===== src/rtl/pipeline_stall_controller_if.sv =====
// Hazard-control bundle between the pipeline datapath (master) and the stall controller (slave).
// Perf counter signals exist only when HAZ_PERF_CNT_EN is defined.
interface pipeline_stall_controller_if
`ifdef HAZ_PERF_CNT_EN
  #(parameter int unsigned CntW = 32)
`endif
  ;
  logic       mem_read_e;
  logic [4:0] rd_e;
  logic [4:0] rs1_d;
  logic [4:0] rs2_d;
  logic       mul_div_e;
  logic       md_done;
  logic       branch_or_jump;
  logic       trap_req;

  logic       stall_f;
  logic       stall_d;
  logic       stall_e;
  logic       flush_d;
  logic       flush_e;
  logic       flush_m;
  logic       md_start;
  logic       md_kill;
  logic       md_timeout;
`ifdef HAZ_PERF_CNT_EN
  logic [CntW-1:0] stall_cnt;
  logic [CntW-1:0] flush_cnt;
`endif

  modport master (
    output mem_read_e, rd_e, rs1_d, rs2_d, mul_div_e, md_done, branch_or_jump, trap_req,
    input  stall_f, stall_d, stall_e, flush_d, flush_e, flush_m, md_start, md_kill, md_timeout
`ifdef HAZ_PERF_CNT_EN
    , input stall_cnt, flush_cnt
`endif
  );

  modport slave (
    input  mem_read_e, rd_e, rs1_d, rs2_d, mul_div_e, md_done, branch_or_jump, trap_req,
    output stall_f, stall_d, stall_e, flush_d, flush_e, flush_m, md_start, md_kill, md_timeout
`ifdef HAZ_PERF_CNT_EN
    , output stall_cnt, flush_cnt
`endif
  );
endinterface


===== src/rtl/pipeline_stall_controller.sv =====
// Hazard sequencer: load-use bubbles, multi-cycle mul/div stalls, branch/trap flushes.
// Optional stall/flush perf counters are built when HAZ_PERF_CNT_EN is defined.
module pipeline_stall_controller #(
  parameter int unsigned MdMaxCyc = 64
`ifdef HAZ_PERF_CNT_EN
  ,
  parameter int unsigned CntW = 32
`endif
) (
  input logic                        clk_i,
  input logic                        rst_ni,
  pipeline_stall_controller_if.slave ctrl
);

  typedef enum logic {StRun, StBusy} state_e;

  localparam int unsigned        BusyW   = $clog2(MdMaxCyc + 1);
  localparam logic [BusyW-1:0]   BusyMax = BusyW'(MdMaxCyc);

  state_e           state_q, state_d;
  logic [BusyW-1:0] busy_q, busy_d;
  logic             timeout_q, timeout_d;

  logic load_use;
  logic stall_f, stall_d, stall_e;
  logic flush_d, flush_e, flush_m;
  logic md_start, md_kill;

  assign load_use = ctrl.mem_read_e && (ctrl.rd_e != 5'd0) &&
                    ((ctrl.rd_e == ctrl.rs1_d) || (ctrl.rd_e == ctrl.rs2_d));

  always_comb begin
    state_d   = state_q;
    busy_d    = busy_q;
    timeout_d = timeout_q;
    stall_f   = 1'b0;
    stall_d   = 1'b0;
    stall_e   = 1'b0;
    flush_d   = 1'b0;
    flush_e   = 1'b0;
    flush_m   = 1'b0;
    md_start  = 1'b0;
    md_kill   = 1'b0;
    unique case (state_q)
      StRun: begin
        if (ctrl.trap_req) begin
          flush_d = 1'b1;
          flush_e = 1'b1;
          flush_m = 1'b1;
        end else if (ctrl.branch_or_jump) begin
          // ID is flushed, so a simultaneous load-use hit needs no bubble.
          flush_d = 1'b1;
          flush_e = 1'b1;
        end else if (ctrl.mul_div_e) begin
          md_start = 1'b1;
          stall_f  = 1'b1;
          stall_d  = 1'b1;
          stall_e  = 1'b1;
          flush_m  = 1'b1;
          state_d  = StBusy;
          busy_d   = BusyW'(1);
        end else if (load_use) begin
          stall_f = 1'b1;
          stall_d = 1'b1;
          flush_e = 1'b1;
        end
      end
      StBusy: begin
        if (ctrl.trap_req) begin
          md_kill = 1'b1;
          flush_d = 1'b1;
          flush_e = 1'b1;
          flush_m = 1'b1;
          state_d = StRun;
          busy_d  = '0;
        end else if (ctrl.md_done) begin
          state_d = StRun;
          busy_d  = '0;
        end else begin
          stall_f = 1'b1;
          stall_d = 1'b1;
          stall_e = 1'b1;
          flush_m = 1'b1;
          busy_d  = (busy_q == BusyMax) ? busy_q : busy_q + BusyW'(1);
          if (busy_d == BusyMax) timeout_d = 1'b1;
        end
      end
    endcase
  end

  always_ff @(posedge clk_i or negedge rst_ni) begin
    if (!rst_ni) begin
      state_q   <= StRun;
      busy_q    <= '0;
      timeout_q <= 1'b0;
    end else begin
      state_q   <= state_d;
      busy_q    <= busy_d;
      timeout_q <= timeout_d;
    end
  end

  // Controls are held low while reset is asserted, whatever the inputs do.
  assign ctrl.stall_f    = rst_ni & stall_f;
  assign ctrl.stall_d    = rst_ni & stall_d;
  assign ctrl.stall_e    = rst_ni & stall_e;
  assign ctrl.flush_d    = rst_ni & flush_d;
  assign ctrl.flush_e    = rst_ni & flush_e;
  assign ctrl.flush_m    = rst_ni & flush_m;
  assign ctrl.md_start   = rst_ni & md_start;
  assign ctrl.md_kill    = rst_ni & md_kill;
  assign ctrl.md_timeout = timeout_q;

`ifdef HAZ_PERF_CNT_EN
  logic [CntW-1:0] stall_cnt_q, flush_cnt_q;

  always_ff @(posedge clk_i or negedge rst_ni) begin
    if (!rst_ni) begin
      stall_cnt_q <= '0;
      flush_cnt_q <= '0;
    end else begin
      stall_cnt_q <= stall_cnt_q + CntW'(stall_f);
      flush_cnt_q <= flush_cnt_q + CntW'(flush_d);
    end
  end

  assign ctrl.stall_cnt = stall_cnt_q;
  assign ctrl.flush_cnt = flush_cnt_q;
`endif

endmodule


===== src/flat_wrapper.sv =====
// flat-port wrapper written by rule: the top's interface ports become plain ports
module pipeline_stall_controller_flat 
#(
  parameter int unsigned MdMaxCyc = 64

)
  (clk_i, rst_ni, ctrl_mem_read_e, ctrl_rd_e, ctrl_rs1_d, ctrl_rs2_d, ctrl_mul_div_e, ctrl_md_done, ctrl_branch_or_jump, ctrl_trap_req, ctrl_stall_f, ctrl_stall_d, ctrl_stall_e, ctrl_flush_d, ctrl_flush_e, ctrl_flush_m, ctrl_md_start, ctrl_md_kill, ctrl_md_timeout);
  pipeline_stall_controller_if ctrl_i ();
  input logic clk_i;
  input logic rst_ni;
  input wire logic [$bits(ctrl_i.mem_read_e)-1:0] ctrl_mem_read_e;
  input wire logic [$bits(ctrl_i.rd_e)-1:0] ctrl_rd_e;
  input wire logic [$bits(ctrl_i.rs1_d)-1:0] ctrl_rs1_d;
  input wire logic [$bits(ctrl_i.rs2_d)-1:0] ctrl_rs2_d;
  input wire logic [$bits(ctrl_i.mul_div_e)-1:0] ctrl_mul_div_e;
  input wire logic [$bits(ctrl_i.md_done)-1:0] ctrl_md_done;
  input wire logic [$bits(ctrl_i.branch_or_jump)-1:0] ctrl_branch_or_jump;
  input wire logic [$bits(ctrl_i.trap_req)-1:0] ctrl_trap_req;
  output wire logic [$bits(ctrl_i.stall_f)-1:0] ctrl_stall_f;
  output wire logic [$bits(ctrl_i.stall_d)-1:0] ctrl_stall_d;
  output wire logic [$bits(ctrl_i.stall_e)-1:0] ctrl_stall_e;
  output wire logic [$bits(ctrl_i.flush_d)-1:0] ctrl_flush_d;
  output wire logic [$bits(ctrl_i.flush_e)-1:0] ctrl_flush_e;
  output wire logic [$bits(ctrl_i.flush_m)-1:0] ctrl_flush_m;
  output wire logic [$bits(ctrl_i.md_start)-1:0] ctrl_md_start;
  output wire logic [$bits(ctrl_i.md_kill)-1:0] ctrl_md_kill;
  output wire logic [$bits(ctrl_i.md_timeout)-1:0] ctrl_md_timeout;
  assign ctrl_i.mem_read_e = ctrl_mem_read_e;
  assign ctrl_i.rd_e = ctrl_rd_e;
  assign ctrl_i.rs1_d = ctrl_rs1_d;
  assign ctrl_i.rs2_d = ctrl_rs2_d;
  assign ctrl_i.mul_div_e = ctrl_mul_div_e;
  assign ctrl_i.md_done = ctrl_md_done;
  assign ctrl_i.branch_or_jump = ctrl_branch_or_jump;
  assign ctrl_i.trap_req = ctrl_trap_req;
  assign ctrl_stall_f = ctrl_i.stall_f;
  assign ctrl_stall_d = ctrl_i.stall_d;
  assign ctrl_stall_e = ctrl_i.stall_e;
  assign ctrl_flush_d = ctrl_i.flush_d;
  assign ctrl_flush_e = ctrl_i.flush_e;
  assign ctrl_flush_m = ctrl_i.flush_m;
  assign ctrl_md_start = ctrl_i.md_start;
  assign ctrl_md_kill = ctrl_i.md_kill;
  assign ctrl_md_timeout = ctrl_i.md_timeout;
  pipeline_stall_controller #(.MdMaxCyc(MdMaxCyc)) u_core (.clk_i(clk_i), .rst_ni(rst_ni), .ctrl(ctrl_i));
endmodule

===== config.mk =====
export PLATFORM = sky130hd
export DESIGN_NAME = pipeline_stall_controller_flat
export DESIGN_NICKNAME = d
export VERILOG_FILES = /design/src/rtl/pipeline_stall_controller_if.sv /design/src/rtl/pipeline_stall_controller.sv /design/src/flat_wrapper.sv
export SDC_FILE = /design/constraint.sdc
export NUM_CORES = 1
export LEC_CHECK = 0
export CORE_ASPECT_RATIO = 0.9
export CORE_MARGIN = 2
export CORE_UTILIZATION = 37
export DETAILED_ROUTE_END_ITERATION = 6
export HOLD_SLACK_MARGIN = 0.15
export PLACE_DENSITY = 0.74
export SLEW_MARGIN = 40
export SYNTH_ARGS = -nofsm -noshare
export SYNTH_HDL_FRONTEND = slang
export SYNTH_SLANG_ARGS = --single-unit

===== constraint.sdc =====
create_clock -name clk_i -period 1.55 [get_ports clk_i]
set_input_delay 0.2325 -clock clk_i [delete_from_list [all_inputs] [get_ports clk_i]]
set_output_delay 0.2325 -clock clk_i [all_outputs]
set_load 0.02 [all_outputs]

==> results of run 1 <==
[registers in the layout, summed over array words and instances (netlist names)]
signal,count
u_core.ctrl.md_timeout,1
u_core.state_q,1
u_core.busy_q,7
[critical path, delay by kind of cell (launching register included)]
family	cells	cell delay [ns]
buf+inv	2	0.34
flops	1	0.40
compound gates	2	0.49
[power groups by stage]
stage | clock (uW) | combinational (uW) | sequential [uW]
after global routing | 205 | 393 | 263
after CTS | 189 | 288 | 257
after floorplan | 0 | 123 | 261
after detailed placement | 0 | 268 | 262
final | 188 | 374 | 263
after global placement | 0 | 263 | 261
[through the flow]
step,utilization (%),cells,setup TNS [ns],hold slack [ns]
2_1_floorplan,-,100,-0.0435,-0.0631
3_3_place_gp,60.4,171,-5.47,0.455
3_5_place_dp,60.4,171,-5.75,0.496
4_1_cts,63.4,179,-0.664,0.510
5_1_grt,70.7,183,-1.09,0.428
6_report,70.7,183,-0.777,0.423
[worst min-delay path by stage]
stage,depth (start not counted),slack [ns],endpoint
floorplan,0,-0.06,u_core.busy_q[0]$_DFFE_PN0P_
global placement,1,0.46,u_core.ctrl.md_timeout$_DFFE_PN0P_
detailed placement,1,0.50,u_core.ctrl.md_timeout$_DFFE_PN0P_
CTS,1,0.51,u_core.ctrl.md_timeout$_DFFE_PN0P_
global route,3,0.43,u_core.state_q$_DFF_PN0_
finish,3,0.42,u_core.state_q$_DFF_PN0_
[per-layer routing]
metal | GRT usage (%) | up-vias | routed length (um)
met3 | 4.94 | 6 | 91
met2 | 35.4 | 20 | 1630
met4 | 5.98 | 0 | 39
li1 | - | 477 | -
met5 | 0 | - | 0
met1 | 29.8 | 487 | 1310
[kinds of logic (layout without fill, tap and decap cells)]
logic type	Yosys count	in the layout	share of synthesized area, %
and+or+nand+nor	37	37	24.2
muxes	2	2	2.58
DFF	9	9	27.4
AOI/OAI and AO/OA	25	25	21.7
buffers and inverters	13	69	8.36
adders and majority gates	2	2	3.04
xor gates and xnor gates	12	12	12.8
[cell usage in the layout (no fill, tap or decap), types with 4 or more instances in the layout]
cell,netlist,layout
buf_4,1,21
xor2_1,10,10
buf_6,2,10
dlygate4sd2_1,0,9
dfrtp_1,9,7
inv_1,8,6
nand3_1,7,6
nor2_1,9,4
dlymetal6s2s_1,0,4
[final cells by class]
| type | count | area [um2] | share of cell area, % |
|---|---|---|---|
| tap | 27 | 33.8 | 2.23 |
| clock buffer | 4 | 26.3 | 1.74 |
| multi-input combinational | 78 | 674 | 44.5 |
| inverter | 8 | 37.5 | 2.48 |
| timing repair buffer | 57 | 514 | 34.0 |
| sequential | 9 | 228 | 15.0 |
[repair_timing]
item / 4_1_cts / 5_1_grt
setup buffers: 3 / 5
endpoints found under the setup margin: 10 / 10
endpoints found under the hold margin: 9 / 0
resized for setup: 78 / 37
pin swaps: 10 / 20
gates cloned: 0 / 0
hold buffers: 1 / 0
==> reports/metrics.yaml, run 1 <==
min_path:
  hp-class: "input pin to register"
  hp-start: "ctrl_trap_req"
final_layout:
  design_area_um2: 1510
  area_delta_synth_final_pct: 83.9
  drive_gt1_share_pct: 46.2
  fill_cells: 145
  antenna_cells: 0
  nets: 181
logic_synthesis:
  avgSynthCellArea_um2: 8.23
  ys_seq_area_share_pct: 27.4
  yosys_register_bits: 9
  yosysTopAreaCellShare_pct: 27.4
  ys_warn_count: 0
  yosysUniqueCellTypes: 37
  synth_ff_type: "dfrtp_1"
  yosys-top-cells-area: "dfrtp_1 27%, xor2_1 11%, nand3_1 4.3%, nor2_1 4.1%, inv_1 3.6%"
  async_flop_share_pct: 100
  synth-edff-count: 0
  synth_common_cells: "10 x xor2_1, 9 x dfrtp_1, 9 x nor2_1"
  yosysTopAreaCell: "dfrtp_1"
  syn_area_um2: 823
  syn_inst: 100
  yosysMostFrequentCell: "xor2_1"
  syn_nets: 124
critical_path:
  critPathKind: "register to primary output"
  cp-end-kind: "primary output"
  crit_chain: "buf_6, a211o_1, o31ai_1, buf_2"
  r2r_start: "u_core.busy_q[0]$_DFFE_PN0P_"
  cp-startpoint: "u_core.state_q$_DFF_PN0_"
  ff2ff_setup_slack_ns: -0.11
  reg2reg_to: "u_core.busy_q[0]$_DFFE_PN0P_"
  startpoint_type: "register"
  cp.required_ns: 1.32
  crit_path_end: "ctrl_flush_e"
  cp_slowest_stage_delay_ns: 0.40
  cp.arrival_ns: 1.50
  cp_max_fo: 5
  ff2ff_path_depth: 6
  crit_slowest_cell: "dfrtp_1"
pwr:
  p_clk_share_pct: 22.8
  power.switching_uw: 277
  ir_drop_v: 0.000329
  switching_share_pct: 33.6
  intPower_uw: 548
  power.density_nw_per_um2: 545
  p_seq_share_pct: 31.9
  combPwrFrac_pct: 45.4
  power.leakage_uw: 0.000695
  power_uw: 825
sta:
  fin_crit_sh_pct: 112
  finalSetupViolCount: 8
  hold_viol: 0
  setup_slack_ns: -0.184
  finalClockSkew_ns: 0.00182
  finalMaxSlewViolations: 0
  rsz0062_at_grt: "yes"
  worstMarginPinSlew_ns: 0.426
  finalCriticalPeriod_ns: 1.73
  slew_headroom_pct: 71.5
  max_freq_ghz: 0.577
global_route:
  grt_max_degree: 10
  grt_pass1_vias: 922
  grt_use_total_pct: 22.3
  gr-total-overflow: 0
  grt_first_pass_wirelength_um: 4330
  grt_antenna_before_repair: 0
clock_tree:
  cts.sinks: 9
  cts_root_buffer: "clkbuf_4"
  htreeDepth: 1
  clkLatencyLatePin_ns: 0.27
  clk_pin_slew_worst_paths_ns: 0.06
  cts_buffers: 3
  cts_max_path_buffers: 2
  cts_tree: "done"
outcome:
  status: "finished, violations left"
  violations: "setup timing"
placement:
  gp_congestion: 0.852
  placed_area_um2: 1290
  dp_hpwl_um: 1940
  port_buffers: 30
  place_ws_ns: -0.944
routing:
  postRouteAntennaNets: 0
  wl_per_cell_um: 16.8
  drt_iter0_drc: 23
  remaining_drc_errors: 0
  vias: 990
  firstDrtPassIters: 4
  vias_per_cell: 5.41
  drt_wl_total_um: 3080
run:
  cap_viol_max_count: 0
floorplan:
  pin_count: 31
  row_count: 16
  initial_core_util_pct: 38.4
  die_area_um2: 2620
  die_h_um: 48.8
  fp.coreArea_um2: 2140
  die_w_um: 53.7
(Power assumes the default switching activity.)
==> run 2: changes to the inputs <==
Settings changed: CTS_BUF_LIST set to sky130_fd_sc_hd__clkbuf_8 sky130_fd_sc_hd__clkbuf_16, SKIP_CTS_REPAIR_TIMING set to 1.
==> run 2 against run 1 <==
- the run still ends with setup timing left
- register-to-register slack improved by 0.04 ns
- sequential power about the same
- flip-flop and latch count unchanged
- total power increased by 9.5%
- core utilization increased by 3.2 points
- die area unchanged
- via count increased by 0.91%
- worst hold slack improved by 0.085 ns
- maximum frequency about the same
- clock power increased by 46%
- sequential share of layout area decreased by 0.64 points
- combinational power decreased by 2%
- highest routed layer unchanged
==> reports/metrics.yaml, run 2 (same netlist as run 1, synthesis figures left out) <==
clock_tree:
  clkLatencyLatePin_ns: 0.24
  cts.sinks: 9
  cts_max_path_buffers: 2
  htreeDepth: 1
  cts_root_buffer: "clkbuf_8"
  cts_tree: "done"
  clk_pin_slew_worst_paths_ns: 0.05
  cts_buffers: 3
critical_path:
  cp.required_ns: 1.32
  cp.arrival_ns: 1.50
  critPathKind: "register to primary output"
  cp-end-kind: "primary output"
  startpoint_type: "register"
  cp_max_fo: 5
pwr:
  intPower_uw: 620
  p_clk_share_pct: 30.4
  p_seq_share_pct: 29.2
  ir_drop_v: 0.000489
  combPwrFrac_pct: 40.4
  power.leakage_uw: 0.000820
  switching_share_pct: 31.3
  power.density_nw_per_um2: 571
  power.switching_uw: 283
sta:
  hold_viol: 0
  setup_slack_ns: -0.183
  worstMarginPinSlew_ns: 0.456
  finalClockSkew_ns: 0.000373
  rsz0062_at_grt: "yes"
  fin_crit_sh_pct: 112
  finalMaxSlewViolations: 0
  finalCriticalPeriod_ns: 1.73
  max_freq_ghz: 0.577
  finalSetupViolCount: 5
  slew_headroom_pct: 69.5
run:
  cap_viol_max_count: 0
routing:
  drt_iter0_drc: 36
  vias: 999
  postRouteAntennaNets: 0
  wl_per_cell_um: 17.7
  remaining_drc_errors: 0
  firstDrtPassIters: 5
  vias_per_cell: 5.52
  drt_wl_total_um: 3200
floorplan:
  die_area_um2: 2620
  initial_core_util_pct: 38.4
  pin_count: 31
  fp.coreArea_um2: 2140
  die_w_um: 53.7
  die_h_um: 48.8
  row_count: 16
final_layout:
  fin_cells: 181
  drive_gt1_share_pct: 41.6
  antenna_cells: 0
  post-route-util_pct: 73.8
  nets: 179
  largest_reg_flops: 7
  fill_cells: 133
  final_common_cell: "buf_4"
  mostFrequentLayoutCells: "20 x buf_4, 19 x dlymetal6s2s_1, 10 x xor2_1"
  area_delta_synth_final_pct: 92.1
  top_register: "u_core.busy_q"
global_route:
  globalRouteMet1Util_pct: 28.2
  grt-busiest-layer: "met2"
  grt_pass1_vias: 868
  grtUsageMet2_pct: 31.9
  grt_antenna_before_repair: 0
  grt_use_total_pct: 21.0
  grt_first_pass_wirelength_um: 4030
  grt_max_degree: 11
  grt_util_met3_pct: 5.56
  gr-total-overflow: 0
placement:
  gp_congestion: 0.852
  dp_hpwl_um: 1940
  place_ws_ns: -0.944
  port_buffers: 30
  post-place-cells: 171
outcome:
  violations: "setup timing"
  status: "finished, violations left"
min_path:
  hp-class: "register to register"
==> run 2: cell count changes in the layout (fill, tap and decap cells not counted), moves of 2 or more <==
cell,delta
dlymetal6s2s_1,+15
dlygate4sd2_1,-9
clkbuf_4,-3
clkbuf_8,+3
clkdlybuf4s15_1,-3
buf_2,-2
clkbuf_2,-2
==> run 2: path summary, 6_finish.rpt <==
path	from	endpoint	slack, ns	depth (start not counted)
max	u_core.state_q$_DFF_PN0_	ctrl_flush_e	-0.18	4
max in group asynchronous	rst_ni	u_core.busy_q[1]$_DFFE_PN0P_	0.43	3
max reg2reg	u_core.busy_q[0]$_DFFE_PN0P_	u_core.busy_q[0]$_DFFE_PN0P_	-0.07	6
min reg2reg	u_core.ctrl.md_timeout$_DFFE_PN0P_	u_core.ctrl.md_timeout$_DFFE_PN0P_	0.51	1
min in group asynchronous	rst_ni	u_core.busy_q[3]$_DFFE_PN0P_	0.78	3
min	u_core.ctrl.md_timeout$_DFFE_PN0P_	u_core.ctrl.md_timeout$_DFFE_PN0P_	0.51	1
==> run 2: power by group through the flow <==
stage	sequential, uW	combinational [uW]	clock [uW]
after floorplan	261	123	0
after global placement	261	263	0
after detailed placement	262	268	0
after CTS	259	269	271
after global routing	264	388	286
final	264	365	274
==> run 2: through the flow <==
| stage | TNS, ns | power, uW | instance area, um2 | hold WS [ns] |
|---|---|---|---|---|
| finish | -0.624 | 903 | 1580 | 0.508 |
| global route | -0.904 | 938 | 1580 | 0.521 |
| CTS | -5.68 | 799 | 1340 | 0.459 |
| detailed placement | -5.75 | 530 | 1290 | 0.496 |
| global placement | -5.47 | 524 | 1290 | 0.455 |
| floorplan | -0.0435 | 384 | 875 | -0.0631 |
==> run 2: layout make-up <==
cell class | instances | area [um2] | area share (%)
multi-input cells | 78 | 663 | 41.9
repair buffers | 55 | 574 | 36.3
flip-flops and latches | 9 | 228 | 14.4
clock buffers | 3 | 41.3 | 2.61
inverters | 8 | 37.5 | 2.37
well taps | 27 | 33.8 | 2.14
clock inverters | 1 | 3.75 | 0.237
==> run 2: worst max-delay path, cell delays in order, from the launching register on <==
cell and delay, ns:
dfrtp_1 0.39, buf_6 0.13, a211o_1 0.26, o31ai_1 0.27
buf_2 0.22
==> run 2: routing by layer <==
metal  vias to the layer above  part of all wire, %
met3                         8                  4.3
met2                        33                   52
met1                       487                   42
met4                         0                  2.1
met5                         -                    0
li1                        471                    -
==> run 3: changes to the inputs <==
Settings changed: ABC_AREA set to 1, ABC_CLOCK_PERIOD_IN_PS set to 1550, CORE_MARGIN 2 to 5.
==> run 3 against run 2 <==
- cell count grew 10%
- largest power group is now clock
- first-iteration DRC count stayed put
- the run still ends with setup timing left
- via count is 2.0% lower
- critical endpoint is now ctrl_stall_d
- synthesized cell count up 29%
- die area up 25%
- combinational power down 30%
- worst setup slack improved by 0.051 ns
- flip-flop and latch count unchanged
- worst hold slack lost 0.013 ns
- non-clock buffer count decreased by 13
- wire length decreased by 12%
- register-to-register slack improved by 0.16 ns
==> reports/metrics.yaml, run 3 <==
outcome:
  status: "finished, violations left"
  violations: "setup timing"
critical_path:
  cp_max_fo: 4
  cp.required_ns: 1.32
  crit_chain: "clkdlybuf4s50_1, or2_4, nor2_8, inv_1, a21oi_4, buf_6"
  cp.arrival_ns: 1.45
  startpoint_type: "input pin"
  critical_path.top_delay_family: "buffers and inverters"
  cp-end-kind: "primary output"
  crit_slowest_cell: "clkdlybuf4s50_1"
  cp_slowest_stage_delay_ns: 0.40
  crit_buf_inv: 3
  critPathKind: "input pin to primary output"
min_path:
  hp-class: "register to register"
sta:
  setup_slack_ns: -0.133
  hold_viol: 0
  worstMarginPinSlew_ns: 0.247
  finalClockSkew_ns: 0.00265
  rsz0062_at_grt: "yes"
  finalCriticalPeriod_ns: 1.68
  slew_headroom_pct: 83.4
  fin_crit_sh_pct: 109
  finalSetupTns_ns: -0.476
  max_freq_ghz: 0.594
  finalMaxSlewViolations: 0
  finalSetupViolCount: 5
clock_tree:
  cts_max_path_buffers: 2
  clkLatencyLatePin_ns: 0.23
  htreeDepth: 1
  cts_tree: "done"
  clk_pin_slew_worst_paths_ns: 0.04
  cts.sinks: 9
  cts_root_buffer: "clkbuf_8"
  cts_buffers: 3
routing:
  vias: 979
  firstDrtPassIters: 4
  drt_iter0_drc: 36
  vias_per_cell: 4.90
  remaining_drc_errors: 0
  drt_wl_total_um: 2810
  postRouteAntennaNets: 0
  wl_per_cell_um: 14.0
final_layout:
  antenna_cells: 0
  largest_reg_flops: 7
  final_common_cell: "nand2_1"
  mostFrequentLayoutCells: "34 x nand2_1, 27 x inv_1, 19 x dlymetal6s2s_1"
  top_register: "u_core.busy_q"
  area_delta_synth_final_pct: 64.6
  drive_gt1_share_pct: 22.0
  nets: 198
floorplan:
  die_area_um2: 3270
  die_h_um: 54.8
  die_w_um: 59.8
  row_count: 16
  fp.coreArea_um2: 2160
  initial_core_util_pct: 38.1
  pin_count: 31
logic_synthesis:
  yosys_register_bits: 9
  synth-xor-area-share_pct: 8.50
  synth_top_family_by_area: "simple AND/OR/NAND/NOR gates"
  syn_inst: 129
  avgSynthCellArea_um2: 6.39
  synthSimpleGateAreaFrac_pct: 37.5
  synth_common_cells: "37 x nand2_1, 28 x inv_1, 11 x nor2_1"
  yosys-top-cells-area: "dfrtp_1 27%, nand2_1 17%, inv_1 13%, xor2_1 6.4%, nor2_1 5.0%"
  syn_nets: 153
  ys_seq_area_share_pct: 27.3
  yosysTopAreaCell: "dfrtp_1"
  syn_area_um2: 825
  yosysMostFrequentCell: "nand2_1"
  yosysUniqueCellTypes: 23
  synth.area.mux_share_pct: 0
  synth_ff_type: "dfrtp_1"
  synth_fa_ha_area_share_pct: 3.03
  async_flop_share_pct: 100
  ys_warn_count: 0
  yosysTopAreaCellShare_pct: 27.3
  synth-compound-area-share_pct: 8.19
  synth-edff-count: 0
pwr:
  power_uw: 776
  power.leakage_uw: 0.000848
  ir_drop_v: 0.000450
  power.density_nw_per_um2: 572
global_route:
  grt_pass1_vias: 1000
  grt_max_degree: 10
  grt_antenna_before_repair: 0
  grt_first_pass_wirelength_um: 4060
  gr-total-overflow: 0
  grt_use_total_pct: 16.5
placement:
  place_ws_ns: -0.824
  dp_hpwl_um: 2080
  port_buffers: 30
  gp_congestion: 0.802
run:
  cap_viol_max_count: 0
run 3: cell types whose count changed in the layout (fill, tap and decap cells not counted), moves of 4 or more:
| cell | change |
|---|---|
| buf_4 | -5 |
| buf_6 | -6 |
| inv_1 | +20 |
| nand2_1 | +31 |
| nor2_1 | +4 |
| o21ai_0 | +4 |
| xor2_1 | -4 |
run 3: cells by family after synthesis:
group,after synthesis
DFF,9
xor gates and xnor gates,8
AOI/OAI and AO/OA,12
adders and majority gates,2
buffers and inverters,31
and+or+nand+nor,67
run 3: routing by layer:
| layer | track usage (%) | up-vias | part of all wire, % |
|---|---|---|---|
| met3 | 4.01 | 8 | 5.2 |
| met1 | 17.8 | 455 | 40 |
| li1 | - | 483 | - |
| met2 | 30.9 | 33 | 53 |
| met4 | 6.27 | 0 | 1.6 |
| met5 | 0 | - | 0 |
run 3: where the power goes:
group          internal, uW  total (uW)  switching [uW]  leakage, uW
Combinational           119         254             135     0.000703
Clock                   172         265            92.9    0.0000269
Sequential              246         256            10.9     0.000118
run 3: stage by stage:
stage               hold slack (ns)  area [um2]  utilization (%)  instances
global placement              0.449        1230             57.1        195
floorplan                   -0.0631         836                -        129
finish                        0.496        1360             62.8        200
detailed placement            0.494        1230             57.1        195
global route                  0.522        1360             62.8        200
CTS                           0.409        1280             59.1        199
run 3: layout make-up:
cell class	count	area, um2
inverter	29	109
sequential	9	225
clock buffer	3	41.3
timing repair buffer	42	429
fill	194	805
multi-input combinational	89	515
clock inverter	1	3.75
tap	27	33.8
run 3: final timing paths:
kind,start,to,slack [ns],depth (start not counted)
worst max-delay path,ctrl_md_done,ctrl_stall_d,-0.13,6
worst min-delay path,u_core.ctrl.md_timeout$_DFFE_PN0P_,u_core.ctrl.md_timeout$_DFFE_PN0P_,0.50,2
worst max register to register,u_core.busy_q[0]$_DFFE_PN0P_,u_core.ctrl.md_timeout$_DFFE_PN0P_,0.09,6
worst min register to register,u_core.ctrl.md_timeout$_DFFE_PN0P_,u_core.ctrl.md_timeout$_DFFE_PN0P_,0.50,2
max in group asynchronous,rst_ni,u_core.busy_q[2]$_DFFE_PN0P_,0.80,3
min in group asynchronous,rst_ni,u_core.busy_q[4]$_DFFE_PN0P_,0.61,3
run 3: tightest hold or removal path, stage by stage (launching register included):
cell,delay (ns)
dfrtp_1,0.35
inv_1,0.05
nand2_1,0.06
